**src/rtl/alu_pkg.sv**
```systemverilog
// Shared types for the ALU issue stage.
// Defines the ALU width, opcode enum and the S1 request bundle.
package alu_pkg;

  localparam int ALU_W = 4;

  typedef enum logic [2:0] {
    OP_ADD = 3'b000,
    OP_SUB = 3'b001,
    OP_NOT = 3'b010,
    OP_AND = 3'b011,
    OP_OR  = 3'b100,
    OP_XOR = 3'b101,
    OP_LT  = 3'b110,
    OP_EQ  = 3'b111
  } alu_op_e;

  typedef struct packed {
    logic [ALU_W-1:0] a;
    logic [ALU_W-1:0] b;
    alu_op_e          ctrl;
  } alu_req_t;

endpackage

```
**src/rtl/alu_pipe_slice.sv**
```systemverilog
// One-entry valid/ready register slice, async active-high reset.
// Ports: in_valid/in_ready/in_data -> out_valid/out_ready/out_data.
module alu_pipe_slice #(
  parameter int DW = 8
) (
  input  logic          clk,
  input  logic          rst,
  input  logic          in_valid,
  output logic          in_ready,
  input  logic [DW-1:0] in_data,
  output logic          out_valid,
  input  logic          out_ready,
  output logic [DW-1:0] out_data
);

  // Full throughput: a full slice still accepts when it drains.
  assign in_ready = !out_valid || out_ready;

  always_ff @(posedge clk or posedge rst) begin
    if (rst) begin
      out_valid <= 1'b0;
      out_data  <= '0;
    end else if (in_ready) begin
      out_valid <= in_valid;
      if (in_valid) out_data <= in_data;
    end
  end

endmodule

```
**src/rtl/alu_issue_stage.sv**
```systemverilog
// Issue/retire stage around the 4-bit ALU: S1 drives the ALU pins,
// S2 captures result/flags; sticky overflow and retired-op counter.
// Ports: in_* op input, alu_* ALU pins, out_* result, clr_sticky,
// sticky_of, op_cnt.
module alu_issue_stage
  import alu_pkg::*;
#(
  parameter int W     = 4,
  parameter int CNT_W = 8
) (
  input  logic             clk,
  input  logic             rst,
  input  logic             in_valid,
  output logic             in_ready,
  input  logic [2:0]       in_ctrl,
  input  logic [W-1:0]     in_a,
  input  logic [W-1:0]     in_b,
  output logic [W-1:0]     alu_a,
  output logic [W-1:0]     alu_b,
  output logic [2:0]       alu_ctrl,
  input  logic [W-1:0]     alu_res,
  input  logic             alu_car,
  input  logic             alu_of,
  output logic             out_valid,
  input  logic             out_ready,
  output logic [W-1:0]     out_res,
  output logic             out_car,
  output logic             out_of,
  output logic [2:0]       out_ctrl,
  input  logic             clr_sticky,
  output logic             sticky_of,
  output logic [CNT_W-1:0] op_cnt
);

  localparam int S1_W = 2*W + 3;
  localparam int S2_W = W + 5;

  alu_req_t        req_d;
  alu_req_t        req_q;
  logic            s1_valid;
  logic            s2_free;
  logic            s1_adv;
  logic            logic_op;
  logic            car_m;
  logic            of_m;
  logic [S2_W-1:0] s2_d;
  logic [S2_W-1:0] s2_q;

  assign req_d.a    = in_a;
  assign req_d.b    = in_b;
  assign req_d.ctrl = alu_op_e'(in_ctrl);

  alu_pipe_slice #(.DW(S1_W)) u_s1 (
    .clk       (clk),
    .rst       (rst),
    .in_valid  (in_valid),
    .in_ready  (in_ready),
    .in_data   (req_d),
    .out_valid (s1_valid),
    .out_ready (s2_free),
    .out_data  (req_q)
  );

  assign alu_a    = req_q.a;
  assign alu_b    = req_q.b;
  assign alu_ctrl = req_q.ctrl;

  // Carry/overflow only mean something for add/sub.
  assign logic_op = alu_ctrl[2] | alu_ctrl[1];
  assign car_m    = alu_car & ~logic_op;
  assign of_m     = alu_of & ~logic_op;
  assign s2_d     = {alu_res, car_m, of_m, alu_ctrl};

  alu_pipe_slice #(.DW(S2_W)) u_s2 (
    .clk       (clk),
    .rst       (rst),
    .in_valid  (s1_valid),
    .in_ready  (s2_free),
    .in_data   (s2_d),
    .out_valid (out_valid),
    .out_ready (out_ready),
    .out_data  (s2_q)
  );

  assign {out_res, out_car, out_of, out_ctrl} = s2_q;

  assign s1_adv = s1_valid && s2_free;

  // A capture of overflow beats a same-cycle clear.
  always_ff @(posedge clk or posedge rst) begin
    if (rst) begin
      sticky_of <= 1'b0;
    end else if (s1_adv && of_m) begin
      sticky_of <= 1'b1;
    end else if (clr_sticky) begin
      sticky_of <= 1'b0;
    end
  end

  always_ff @(posedge clk or posedge rst) begin
    if (rst) begin
      op_cnt <= '0;
    end else if (out_valid && out_ready) begin
      op_cnt <= op_cnt + CNT_W'(1);
    end
  end

endmodule

```
**config.mk**
```make
export PLATFORM = sky130hd
export DESIGN_NAME = alu_issue_stage
export DESIGN_NICKNAME = d
export VERILOG_FILES = /design/src/rtl/alu_pkg.sv /design/src/rtl/alu_pipe_slice.sv /design/src/rtl/alu_issue_stage.sv
export SDC_FILE = /design/constraint.sdc
export NUM_CORES = 1
export LEC_CHECK = 0
export ABC_AREA = 1
export ABC_CLOCK_PERIOD_IN_PS = 1200
export CAP_MARGIN = 25
export CORE_MARGIN = 2
export CORE_UTILIZATION = 42
export CTS_CLUSTER_DIAMETER = 200
export DETAILED_ROUTE_END_ITERATION = 16
export PLACE_DENSITY = 0.75
export SLEW_MARGIN = 10
export SYNTH_ARGS = -nofsm -noshare
export SYNTH_HDL_FRONTEND = slang
export SYNTH_SLANG_ARGS = --single-unit
```
**constraint.sdc**
```tcl
create_clock -name clk -period 1.2 [get_ports clk]
set_input_delay 0.36 -clock clk [delete_from_list [all_inputs] [get_ports clk]]
set_output_delay 0.36 -clock clk [all_outputs]
set_load 0.01 [all_outputs]
```
==> results.json <==
{
  "syn_nets": 167,
  "power.leakage_nw": 1.21,
  "ir_drop_mv": 0.846,
  "die_area_sq_um": 3630,
  "top_layer": "met4",
  "synth_area_leaders": "dfrtp_1 58%, nand2_1 16%, nand3_1 4.9%",
  "cp.arrival_ns": 1.03,
  "cts-htree-levels": 2,
  "hold_class": "in2async",
  "dp.cells": 256,
  "synth_top_cell_by_area": "dfrtp_1",
  "grt_usage_pct": 20.9,
  "first_pass_iters": 4,
  "cts_sinks": 31,
  "met2_length_mm": 1.86,
  "m1WireLength_mm": 1.33,
  "cp.required_ns": 0.84,
  "die-height_um": 60.2,
  "violations": "negative setup slack",
  "cts_buffers": 5,
  "setup_viol": 38,
  "crit_type": "reg2out",
  "nets": 263,
  "drcViolationCount": 0,
  "synth_top_area_share_pct": 58.4,
  "ys_ff_latch": 31,
  "cap_viol_max_count": 0,
  "area_growth_pct": 68.3,
  "grt_pass1_vias": 1251,
  "hold_viol": 0,
  "cts.hold.buffers_added": 0,
  "dr_wl_met3_um": 232,
  "cts-root-buf": "clkbuf_4",
  "grt_pass1_wl_mm": 5.40,
  "synth_seq_area_share_pct": 58.4,
  "period_minus_slack_ns": 1.39,
  "coreArea_sq_um": 3030,
  "drtIter0Drc": 31,
  "synth_area_sq_um": 1330,
  "worst_pin_slew_ns": 0.252,
  "ys_warn_count": 0,
  "finalPower_mw": 3.93,
  "rows": 20,
  "dp_hpwl_mm": 2.24,
  "tritoncts": "yes",
  "skew_ns": 0.0117,
  "yosysUniqueCellTypes": 20,
  "start_kind": "register",
  "fp.dieW_um": 60.2,
  "viasPerCell": 4.54,
  "max_freq_ghz": 0.721,
  "setup_slack_ns": -0.187,
  "p_per_area_nw_per_um2": 1760,
  "io_buffers": 52,
  "finalCritPeriodShare_pct": 116,
  "diodes": 0,
  "status": "finished, violations left",
  "synthCells": 144,
  "place.gp.congestion": 0.784,
  "endpoint_kind": "output port",
  "layout-drive-gt1-share_pct": 41.9,
  "worstPathMaxFanout": 2,
  "finalWirelength_mm": 3.48,
  "slew-limit-headroom_pct": 83.2,
  "grt_antenna_before_repair": 0,
  "ioPinCount": 53,
  "rsz0062_at_grt": "true",
  "syn_area_per_cell_sq_um": 9.23,
  "path_clk_slew_ns": 0.10,
  "drv_slew": 0,
  "final_cells": 285,
  "worst_skew_pair.late_latency_ns": 0.33,
  "grt_max_degree": 32,
  "grt_remaining_overflow": 0,
  "num_vias": 1294,
  "antenna_left": 0,
  "wl_per_cell_um": 12.2,
  "clockBufferDepth": 2,
  "floorplan.initialDensity_pct": 43.9
}
cell usage in the layout (no fill, tap or decap), types with 2 or more instances in the layout:
master           instances
buf_4                   37
nand2_1                 53
nand3_2                  3
nor2_4                   2
nor2_1                   3
dfrtp_1                 31
nand2_2                  3
buf_2                   24
xor2_1                   2
xnor2_1                  2
clkbuf_4                 5
nand3_1                 11
inv_2                    2
inv_1                   13
clkbuf_8                 2
buf_6                    9
o21ai_2                  3
clkdlybuf4s50_1         20
buf_12                   2
a21oi_1                  2
nand2_4                  4
report_power, final:
part,leakage (nW),switching (mW),internal (mW)
Clock,0.0386,0.358,0.345
Combinational,0.798,0.847,0.953
Sequential,0.369,0.135,1.30
worst max-delay path, cell delays in order, from the launching register on:
cell     delay (ns)
dfrtp_1        0.40
buf_6          0.13
nand3_4        0.06
buf_6          0.10
cells in the mapped netlist:
| cell type | number |
|---|---|
| nand2_1 | 57 |
| xor2_1 | 2 |
| buf_6 | 2 |
| mux2_2 | 1 |
| inv_2 | 1 |
| o21ai_2 | 3 |
| nor2_2 | 1 |
| a21oi_1 | 2 |
| nor2_1 | 3 |
| inv_1 | 15 |
| nand2_2 | 3 |
| nand3_2 | 2 |
| dfrtp_1 | 31 |
| buf_2 | 2 |
| nand4_1 | 1 |
| xnor2_1 | 2 |
| nand4_2 | 1 |
| ha_1 | 1 |
| nand3_1 | 13 |
| nor2_4 | 1 |
final cells by class:
class	count	area (sq um)
clock buffers	8	68.8
fillers	221	792
inverters	16	62.6
multi-input cells	93	526
flip-flops and latches	31	776
well taps	44	55.1
repair buffers	93	748
flip-flops by register name, indices dropped and copies added, names as in the netlist:
register / count
u_s2.out_data: 9
u_s1.out_valid: 1
sticky_of: 1
u_s1.out_data: 11
u_s2.out_valid: 1
op_cnt: 8
metal layers:
metal  global-route usage (%)  up-vias
met5                        0        -
met4                     10.5        0
met3                     7.79        8
met2                     36.6       40
met1                     21.5      611
li1                         -      635
through the flow:
step	TNS, ns	hold WS, ns	instance area, sq um	util (%)	setup slack (ns)
after floorplan	0	0.464	1330	-	0.0727
after global placement	-11.13	0.456	2050	67.6	-0.682
after detailed placement	-12.32	0.458	2050	67.6	-0.695
after CTS	-1.31	0.349	2100	69.4	-0.191
after global routing	-2.81	0.359	2240	73.8	-0.231
final	-0.964	0.347	2240	73.8	-0.187
worst paths after layout:
path / start / depth (start not counted) / to / slack (ns)
worst max-delay path: u_s2.out_valid / 3 / in_ready / -0.19
worst min register to register: u_s1.out_data[9] / 2 / u_s1.out_data[9] / 0.48
worst min-delay path: rst / 3 / op_cnt[4] / 0.35
worst max register to register: u_s2.out_valid / 6 / op_cnt[3] / -0.07
max in group asynchronous: rst / 3 / sticky_of / 0.68
min in group clk: u_s1.out_data[9] / 2 / u_s1.out_data[9] / 0.48
kinds of logic (layout without fill, tap and decap cells):
logic type / after synthesis / after routing / share of synthesized area [%]
flip-flops: 31 / 31 / 58.4
AND/OR/NAND/NOR: 82 / 82 / 27.5
AO/OA/AOI/OAI: 5 / 5 / 2.73
multiplexers: 1 / 1 / 0.847
adder cells (fa/ha/maj): 1 / 1 / 0.941
buffers and inverters: 20 / 117 / 6.97
XOR/XNOR: 4 / 4 / 2.64
timing repair:
item,4_1_cts,5_1_grt
endpoints found under the setup margin,45,47
gates resized for setup,136,14
pin swaps,1,6
buffers inserted,12,10
Power figures use the tool's default switching activity.
